===== config.mk =====
export PLATFORM = sky130hd
export DESIGN_NAME = ysyx_reg_rat
export DESIGN_NICKNAME = d
export VERILOG_FILES = /design/src/rtl/ysyx_reg_rat.sv
export SDC_FILE = /design/constraint.sdc
export NUM_CORES = 2
export LEC_CHECK = 0
export CORE_ASPECT_RATIO = 0.9
export CORE_MARGIN = 2
export CORE_UTILIZATION = 30
export CTS_CLUSTER_DIAMETER = 40
export CTS_CLUSTER_SIZE = 40
export DETAILED_ROUTE_END_ITERATION = 7
export GPL_ROUTABILITY_DRIVEN = 0
export GPL_TIMING_DRIVEN = 0
export PLACE_DENSITY_LB_ADDON = 0.05
export SLEW_MARGIN = 20
export SYNTH_ARGS = -nofsm -noshare
export SYNTH_HDL_FRONTEND = slang
export SYNTH_SLANG_ARGS = --single-unit

===== constraint.sdc =====
create_clock -name clock -period 46 [get_ports clock]
set_input_delay 9.2 -clock clock [delete_from_list [all_inputs] [get_ports clock]]
set_output_delay 9.2 -clock clock [all_outputs]
set_load 0.005 [all_outputs]

===== src/rtl/ysyx_reg_rat.sv =====
// ysyx_reg_rat: architectural register file with a per-register producer
// table (busy bit + ROB tag). It takes dispatches from the IDU and commits
// from the ROB, and serves two operand read ports for issue.
// Optional feature: define YSYX_REG_RAT_BYPASS_EN so that same-cycle commits
// are forwarded to the read ports. Without it, reads come only from
// registered state.
module ysyx_reg_rat #(
  parameter int XLEN       = 32,
  parameter int REG_NUM    = 32,
  parameter int REG_ADDR_W = 5,
  parameter int TAG_W      = 4,
  parameter int NR_COM     = 2
) (
  input  logic                         clock,
  input  logic                         reset,
  input  logic                         idu_valid,
  input  logic [REG_ADDR_W-1:0]        idu_rd,
  input  logic [TAG_W-1:0]             idu_tag,
  input  logic                         flush,
  input  logic [NR_COM-1:0]            com_valid,
  input  logic [NR_COM*REG_ADDR_W-1:0] com_rd,
  input  logic [NR_COM*TAG_W-1:0]      com_tag,
  input  logic [NR_COM*XLEN-1:0]       com_data,
  input  logic [REG_ADDR_W-1:0]        rs1,
  input  logic [REG_ADDR_W-1:0]        rs2,
  output logic [XLEN-1:0]              src1,
  output logic [XLEN-1:0]              src2,
  output logic                         busy1,
  output logic                         busy2,
  output logic [TAG_W-1:0]             tag1,
  output logic [TAG_W-1:0]             tag2,
  output logic [REG_NUM-1:0]           busy_vec
);

  // Architectural state and producer table
  logic [XLEN-1:0]    rf_q   [REG_NUM];
  logic [XLEN-1:0]    rf_d   [REG_NUM];
  logic [TAG_W-1:0]   tag_q  [REG_NUM];
  logic [TAG_W-1:0]   tag_d  [REG_NUM];
  logic [REG_NUM-1:0] busy_q;
  logic [REG_NUM-1:0] busy_d;

  // Unpacked views of the packed commit buses
  logic [REG_ADDR_W-1:0] com_rd_a   [NR_COM];
  logic [TAG_W-1:0]      com_tag_a  [NR_COM];
  logic [XLEN-1:0]       com_data_a [NR_COM];

  genvar gi;
  generate
    for (gi = 0; gi < NR_COM; gi++) begin : g_com_unpack
      assign com_rd_a[gi]   = com_rd[gi*REG_ADDR_W +: REG_ADDR_W];
      assign com_tag_a[gi]  = com_tag[gi*TAG_W +: TAG_W];
      assign com_data_a[gi] = com_data[gi*XLEN +: XLEN];
    end
  endgenerate

  // Next state: commits first (ascending port index so the youngest wins),
  // then dispatch overrides busy/tag, and flush overrides everything in the
  // table. The tag compare uses the registered tag, so a commit never
  // matches a producer that is only being dispatched this cycle.
  always_comb begin
    rf_d   = rf_q;
    tag_d  = tag_q;
    busy_d = busy_q;
    for (int i = 0; i < NR_COM; i++) begin
      if (com_valid[i] && (com_rd_a[i] != '0)) begin
        rf_d[com_rd_a[i]] = com_data_a[i];
        if (tag_q[com_rd_a[i]] == com_tag_a[i]) begin
          busy_d[com_rd_a[i]] = 1'b0;
        end
      end
    end
    if (flush) begin
      busy_d = '0;
      for (int r = 0; r < REG_NUM; r++) begin
        tag_d[r] = '0;
      end
    end else if (idu_valid && (idu_rd != '0)) begin
      busy_d[idu_rd] = 1'b1;
      tag_d[idu_rd]  = idu_tag;
    end
    // x0 is hard-wired: never busy, never written
    busy_d[0] = 1'b0;
    tag_d[0]  = '0;
    rf_d[0]   = '0;
  end

  // State registers with asynchronous clear
  always_ff @(posedge clock or posedge reset) begin
    if (reset) begin
      busy_q <= '0;
      for (int r = 0; r < REG_NUM; r++) begin
        rf_q[r]  <= '0;
        tag_q[r] <= '0;
      end
    end else begin
      busy_q <= busy_d;
      for (int r = 0; r < REG_NUM; r++) begin
        rf_q[r]  <= rf_d[r];
        tag_q[r] <= tag_d[r];
      end
    end
  end

  // Read ports
  logic [REG_ADDR_W-1:0] rs_a       [2];
  logic [XLEN-1:0]       rd_data_a  [2];
  logic                  rd_busy_a  [2];
  logic [TAG_W-1:0]      rd_tag_a   [2];

  assign rs_a[0] = rs1;
  assign rs_a[1] = rs2;

  generate
    for (gi = 0; gi < 2; gi++) begin : g_read
      // Operand lookup; the optional bypass forwards the youngest matching
      // commit and drops busy when that commit retires the current producer
      always_comb begin
        rd_data_a[gi] = (rs_a[gi] == '0) ? '0 : rf_q[rs_a[gi]];
        rd_busy_a[gi] = busy_q[rs_a[gi]];
`ifdef YSYX_REG_RAT_BYPASS_EN
        for (int i = 0; i < NR_COM; i++) begin
          if (com_valid[i] && (rs_a[gi] != '0) && (com_rd_a[i] == rs_a[gi])) begin
            rd_data_a[gi] = com_data_a[i];
            rd_busy_a[gi] = (com_tag_a[i] == tag_q[rs_a[gi]]) ? 1'b0 : busy_q[rs_a[gi]];
          end
        end
`endif
        rd_tag_a[gi] = rd_busy_a[gi] ? tag_q[rs_a[gi]] : '0;
      end
    end
  endgenerate

  assign src1     = rd_data_a[0];
  assign src2     = rd_data_a[1];
  assign busy1    = rd_busy_a[0];
  assign busy2    = rd_busy_a[1];
  assign tag1     = rd_tag_a[0];
  assign tag2     = rd_tag_a[1];
  assign busy_vec = busy_q;

endmodule


# After elaboration in Yosys (flattened, before gate mapping)
# Index checks and enable logic that the tools add are counted.
[op_classes]
n_addsub = 0
multipliers = 0
div_mod_pow = 0
magnitude_cmp = 16
n_eq_ne = 2
shift = 0
muxes = 51
n_bitwise = 10
n_reduce_logical = 15
[ops]
columns = ["op", "n"]
rows = [
  ["1024-bit bitwise mux", 2],
  ["1024-bit two-way mux", 1],
  ["992-bit two-way mux", 1],
  ["32-bit two-way mux", 14],
  ["32-bit binary-select mux with 5-bit select", 2],
  ["32-bit demux with 5-bit select", 2],
  ["124-bit two-way mux", 2],
  ["128-bit bitwise mux", 1],
  ["4-bit binary-select mux with 5-bit select", 4],
  ["32-bit bitwise AND", 2],
  ["32-bit inverter", 2],
  ["4-bit two-way mux", 11],
  ["32-bit bitwise OR", 1],
  ["6-bit greater-or-equal comparator (second input constant)", 5],
  ["5-bit by 6-bit < comparator with 1-bit output (second input constant)", 5],
  ["5-bit inverter with 6-bit output", 5],
  ["4-bit demux with 5-bit select", 1],
  ["6-bit by 1-bit < comparator with 1-bit output (second input constant)", 3],
  ["1-bit demux with 5-bit select", 3],
  ["5-bit by 1-bit greater-or-equal comparator with 1-bit output (second input constant)", 3],
  ["5-bit nonzero test", 3],
  ["1-bit binary-select mux with 5-bit select", 2],
  ["5-bit logical NOT", 2],
  ["1-bit logical AND", 9],
  ["3 further kinds", 8],
]
[totals]
ff_bits = 1147
latchBits = 0
mem_bits_rw = 0
mem_bits_ro = 0
input_bits = 107
out_inout_bits = 106
elab_cells = 157
mem_count = 0

# Longest topological paths before layout
[logic_depth]
word_depth = 14
mapped_depth = 12
depth_no_buf = 7

# Least setup slack after synthesis
# OpenSTA, ideal clock, no wires.
[synth_path]
kind = "in2out"
startpoint = "input rs2[0]"
endpoint = "output src2[0]"
t_arrival_ns = 11.535
required_time_ns = 36.800
slack_ns = 25.265
cell_stages = 6
path_buffers = 3
path_cell_list = "clkbuf_1 clkbuf_1 buf_1 mux4_2 mux4_2 mux2_2"
[synth_between]
elab_chain_len = 5
elab_cells_between_ends = 6
cone_classes = "4 x mux; 1 x bitwise; 1 x reduce/logical"
[synth_rtl]
columns = ["element", "line_no", "rtl"]
rows = [
  ["from (decl)", "25", "input logic [REG_ADDR_W-1:0] rs2,"],
  ["5-bit inverter with 6-bit output (implied by the code)", "119", "rd_data_a[gi] = (rs_a[gi] == '0) ? '0 : rf_q[rs_a[gi]];"],
  ["32-bit binary-select mux with 5-bit select", "119", ""],
  ["32-bit two-way mux (implied by the code) (2 in series)", "119", ""],
  ["32-bit two-way mux (*)", "119", ""],
  ["to (decl)", "27", "output logic [XLEN-1:0] src2,"],
]
# Every way passes the cells marked *; elsewhere a longest branch is shown, timed or not. The select of a mux whose other input is x is not followed.

# Final worst setup path
[layout_path]
startpoint = "input rs2[0]"
endpoint = "output tag2[0]"
[layout_between]
elab_chain_len = 5
elab_cells_between_ends = 7
cone_classes = "6 x mux; 1 x bitwise"
[layout_rtl]
columns = ["element", "line_no", "rtl"]
rows = [
  ["5-bit inverter with 6-bit output (implied by the code)", "129", "rd_tag_a[gi] = rd_busy_a[gi] ? tag_q[rs_a[gi]] : '0;"],
  ["4-bit binary-select mux with 5-bit select", "129", ""],
  ["4-bit two-way mux (implied by the code) (2 in series)", "129", ""],
  ["4-bit two-way mux (*)", "129", ""],
  ["to (decl)", "31", "output logic [TAG_W-1:0] tag2,"],
]
# Marks and branches as above.

==> impl_summary.log <==
[metrics] result of the run: finished clean
[metrics] sort of element at the end of the critical path: output port
[metrics] Die Area: around 250,000 um^2
[metrics] drt drc: 0
[metrics] area leader, netlist: sky130_fd_sc_hd__dfrtp_1
[metrics] Core ar.: roughly 240,000 um^2
[metrics] first-pass GRT wire length: roughly 620 mm
[metrics] Synth Cell Area: about 74,000 um^2
[metrics] number of top-level design ports: between 200 and 250
[metrics] required time of the critical path: between 30 and 40 ns
[metrics] minimum clock period after layout: 22.99 ns
[metrics] highest clock frequency the design can meet: approximately 44 MHz
[metrics] die outline width: between 500 and 600 um
[metrics] highest cell delay on the worst timing path: 0.96 ns
[metrics] #FFs+latches synth: ~1,100
[metrics] Setup Viol. Count Final: 0
[metrics] most frequent standard cell in the layout excluding fill and tap cells: sky130_fd_sc_hd__dfrtp_1
[metrics] number of warning messages in the yosys log: 0
[metrics] wire length per cell after detailed routing: about 44 um
[metrics] Lkg Pwr: about 39 nW
[metrics] area share of the largest cell type after synthesis: 0.390
[metrics] Synth Instances: 6,693
[metrics] ys async rst share: 1.00
[metrics] biggest area contributors in the synthesized netlist: sky130_fd_sc_hd__dfrtp_1, sky130_fd_sc_hd__mux4_2, sky130_fd_sc_hd__mux2i_1
[metrics] number of antenna violations at the first check in global routing: between 60 and 70
[metrics] worst slack at placement: 22.70 ns
[metrics] dominant cell type by count on the critical path: sky130_fd_sc_hd__clkbuf_1
[metrics] R2R setup slack: between 40 and 50 ns
[metrics] Top FF cell, synth: sky130_fd_sc_hd__dfrtp_1
[metrics] number of nets with antenna violations after routing: 0
[metrics] Critical Path, Cell by Cell: clkbuf_1 -> clkbuf_1 -> buf_2 -> clkbuf_1 -> a22o_1 -> mux4_2 -> mux2i_1 -> nor2_1 -> clkdlybuf4s50_1
[metrics] FF/Latch Area: 28,700 um^2
[metrics] most frequent cells in the layout: sky130_fd_sc_hd__dfrtp_1, sky130_fd_sc_hd__mux2i_1, sky130_fd_sc_hd__nand2_1
[metrics] largest fanout on the critical path: 10
[metrics] classification of the worst setup path: in2out
[metrics] Tightest Pin Transition: 1.33 ns
[metrics] hold-critical path depth: 2
[metrics] synthesized net count: a little under 7,000
[metrics] final worst-path setup slack: roughly 23 ns
[metrics] relative max-transition margin: 0.110
[metrics] die height: around 470 um
[metrics] number of resized instances in the post-cts repair step: 0
[metrics] clock-pin slew on the worst setup and hold paths: 0.04 ns
[metrics] Clock Tree Root: sky130_fd_sc_hd__clkbuf_16
[metrics] clk sinks: 1,147
[metrics] overall overflow remaining after global route: 0
[metrics] count of input and output buffers: ~200
[metrics] Cell Area, Placed: 82,300 um^2
[metrics] wire length after detailed routing: ~470 mm
[metrics] CTS buffer count: between 200 and 300
[metrics] master of the slowest instance on the critical path: sky130_fd_sc_hd__clkbuf_1
[metrics] source-to-sink clock delay at the later pin of the worst-skew pair: 0.86 ns
[metrics] final count of hold timing violations: 0
[metrics] number of global-route vias before repair: about 64,000
[metrics] Tightest Hold Check Type: reg2reg
[metrics] Clock Path Buffers: 4
[metrics] TritonCTS clock tree: built
[metrics] share of post-route cells with drive strength above 1: 0.241
[metrics] Final period util: 0.500
[metrics] number of flops mapped to enable cells by yosys: 0
[metrics] final-layout setup total negative slack: 0 ns
[metrics] Starting Density: 0.302
[metrics] first-pass detailed-route iteration total: 6
[metrics] depth of the CTS H-tree: 5
[metrics] crit path DAT: 13.79 ns
[metrics] fin. max-slew vios: 0
[metrics] largest net degree at the start of global routing: 90
[metrics] final net count: 7,389
[metrics] number of distinct library cell variants in the gate-level netlist after synthesis: between 60 and 70
[metrics] crit path launch type: input port
[metrics] area taken by multi-input logic gates: approximately 42,000 um^2
[metrics] worst-case vdd ir drop: around 0.000032 V
[metrics] Starting DRT DRC Count: ~9,100
[metrics] max-capacitance violation count: 0
[metrics] number of placement rows: 172
[metrics] count of vias placed by the detailed router: 67,500
[metrics] Via-to-Cell Ratio: between 6 and 7
[metrics] P per Cell Area: between 40 and 50 nW/um^2
[metrics] count of hold-fix buffers inserted at cts: 0
[metrics] worst r2r path cells: 8
[metrics] clk_skew: between 0.03 and 0.04 ns
[metrics] average cell area after synthesis: about 11 um^2
[metrics] Post CTS Setup Buffer Count: 0
[metrics] fillers: between 20,000 and 25,000
[metrics] setup repair after global routing missed its margin: false
[metrics] Finished Cell Area: 92,200 um^2
[metrics] area added between synthesis and finish: 25.2%
[metrics] total global-route track usage: 0.369
[metrics] sequential cell area fraction in the yosys report: 0.390
[metrics] HPWL after detailed placement: ~350 mm
-- report_power, final --
part / leakage [nW] / switching [mW] / internal [mW]
clock network: 4.76 / 0.702 / 1.41
registers: 14.3 / 0.198 / 1.25
logic: 19.5 / 0.475 / 0.492
-- worst max-delay path, delay by kind of cell --
kind | cells | cell delay (ns)
and+or+nand+nor | 1 | 0.15
buffers and inverters | 5 | 3.61
AOI/OAI and AO/OA | 1 | 0.33
muxes | 2 | 0.45
-- kinds of logic after synthesis --
kind of cell,share of synthesized area
DFF,0.390
muxes,0.376
buffers and inverters,0.0459
other,0.0000509
xor gates and xnor gates,0.000476
AOI/OAI and AO/OA,0.103
and+or+nand+nor,0.0852
-- metal layers --
metal	track usage	vias to the layer above	part of all wire
li1	-	26100	-
met3	0.125	1058	0.11
met1	0.491	35700	0.41
met5	0	-	0.00028
met4	0.198	24	0.061
met2	0.527	4620	0.42
-- final timing paths --
kind	start	endpoint
setup / recovery	rs2[0]	tag2[0]
hold / removal	rf_q[270]	rf_q[270]
setup reg to reg	tag_q[122]	busy_vec[2]
hold reg to reg	rf_q[270]	rf_q[270]
max in group asynchronous	reset	rf_q[180]
min in group asynchronous	reset	tag_q[19]
-- sequential cells by signal, summed over array words and instances (netlist names) --
register	flops
rf_q	992
tag_q	124
busy_vec	31
-- metrics by stage --
stage	cells	hold slack (ns)	util	power [mW]
after floorplan	6693	0.525	-	2.00
after global placement	10100	0.544	0.326	2.36
after detailed placement	10200	0.553	0.337	2.39
after CTS	10700	0.561	0.377	4.49
after global routing	10700	0.578	0.378	4.64
final	10700	0.558	0.378	4.52
-- Yosys cell counts (all sizes together), types with 7 or more instances --
| cell | n |
|---|---|
| o22ai | 40 |
| dfrtp | 1147 |
| nor2b | 14 |
| inv | 20 |
| mux2i | 1084 |
| a22o | 75 |
| a211oi | 7 |
| nand3 | 63 |
| nor2 | 611 |
| or4bb | 8 |
| mux4 | 677 |
| a31oi | 44 |
| a21oi | 499 |
| or3 | 9 |
| o21ai | 515 |
| a221oi | 32 |
| nor4 | 8 |
| buf | 244 |
| and3 | 7 |
| clkbuf | 555 |
| o41ai | 10 |
| nand2 | 713 |
| a32oi | 42 |
| and2 | 21 |
| o31ai | 21 |
| mux2 | 141 |
| nor3 | 24 |
| nand4b | 7 |
-- cell type report --
| class | count | share of cell area |
|---|---|---|
| multi-input combinational | 4727 | 0.452 |
| clock inverter | 134 | 0.0184 |
| antenna | 23 | 0.000624 |
| timing repair buffer | 298 | 0.0471 |
| clock buffer | 374 | 0.0872 |
| buffer | 799 | 0.0389 |
| inverter | 20 | 0.000896 |
| tap | 3219 | 0.0437 |
| sequential | 1147 | 0.311 |
No activity file was read; power rests on OpenSTA's default activity.
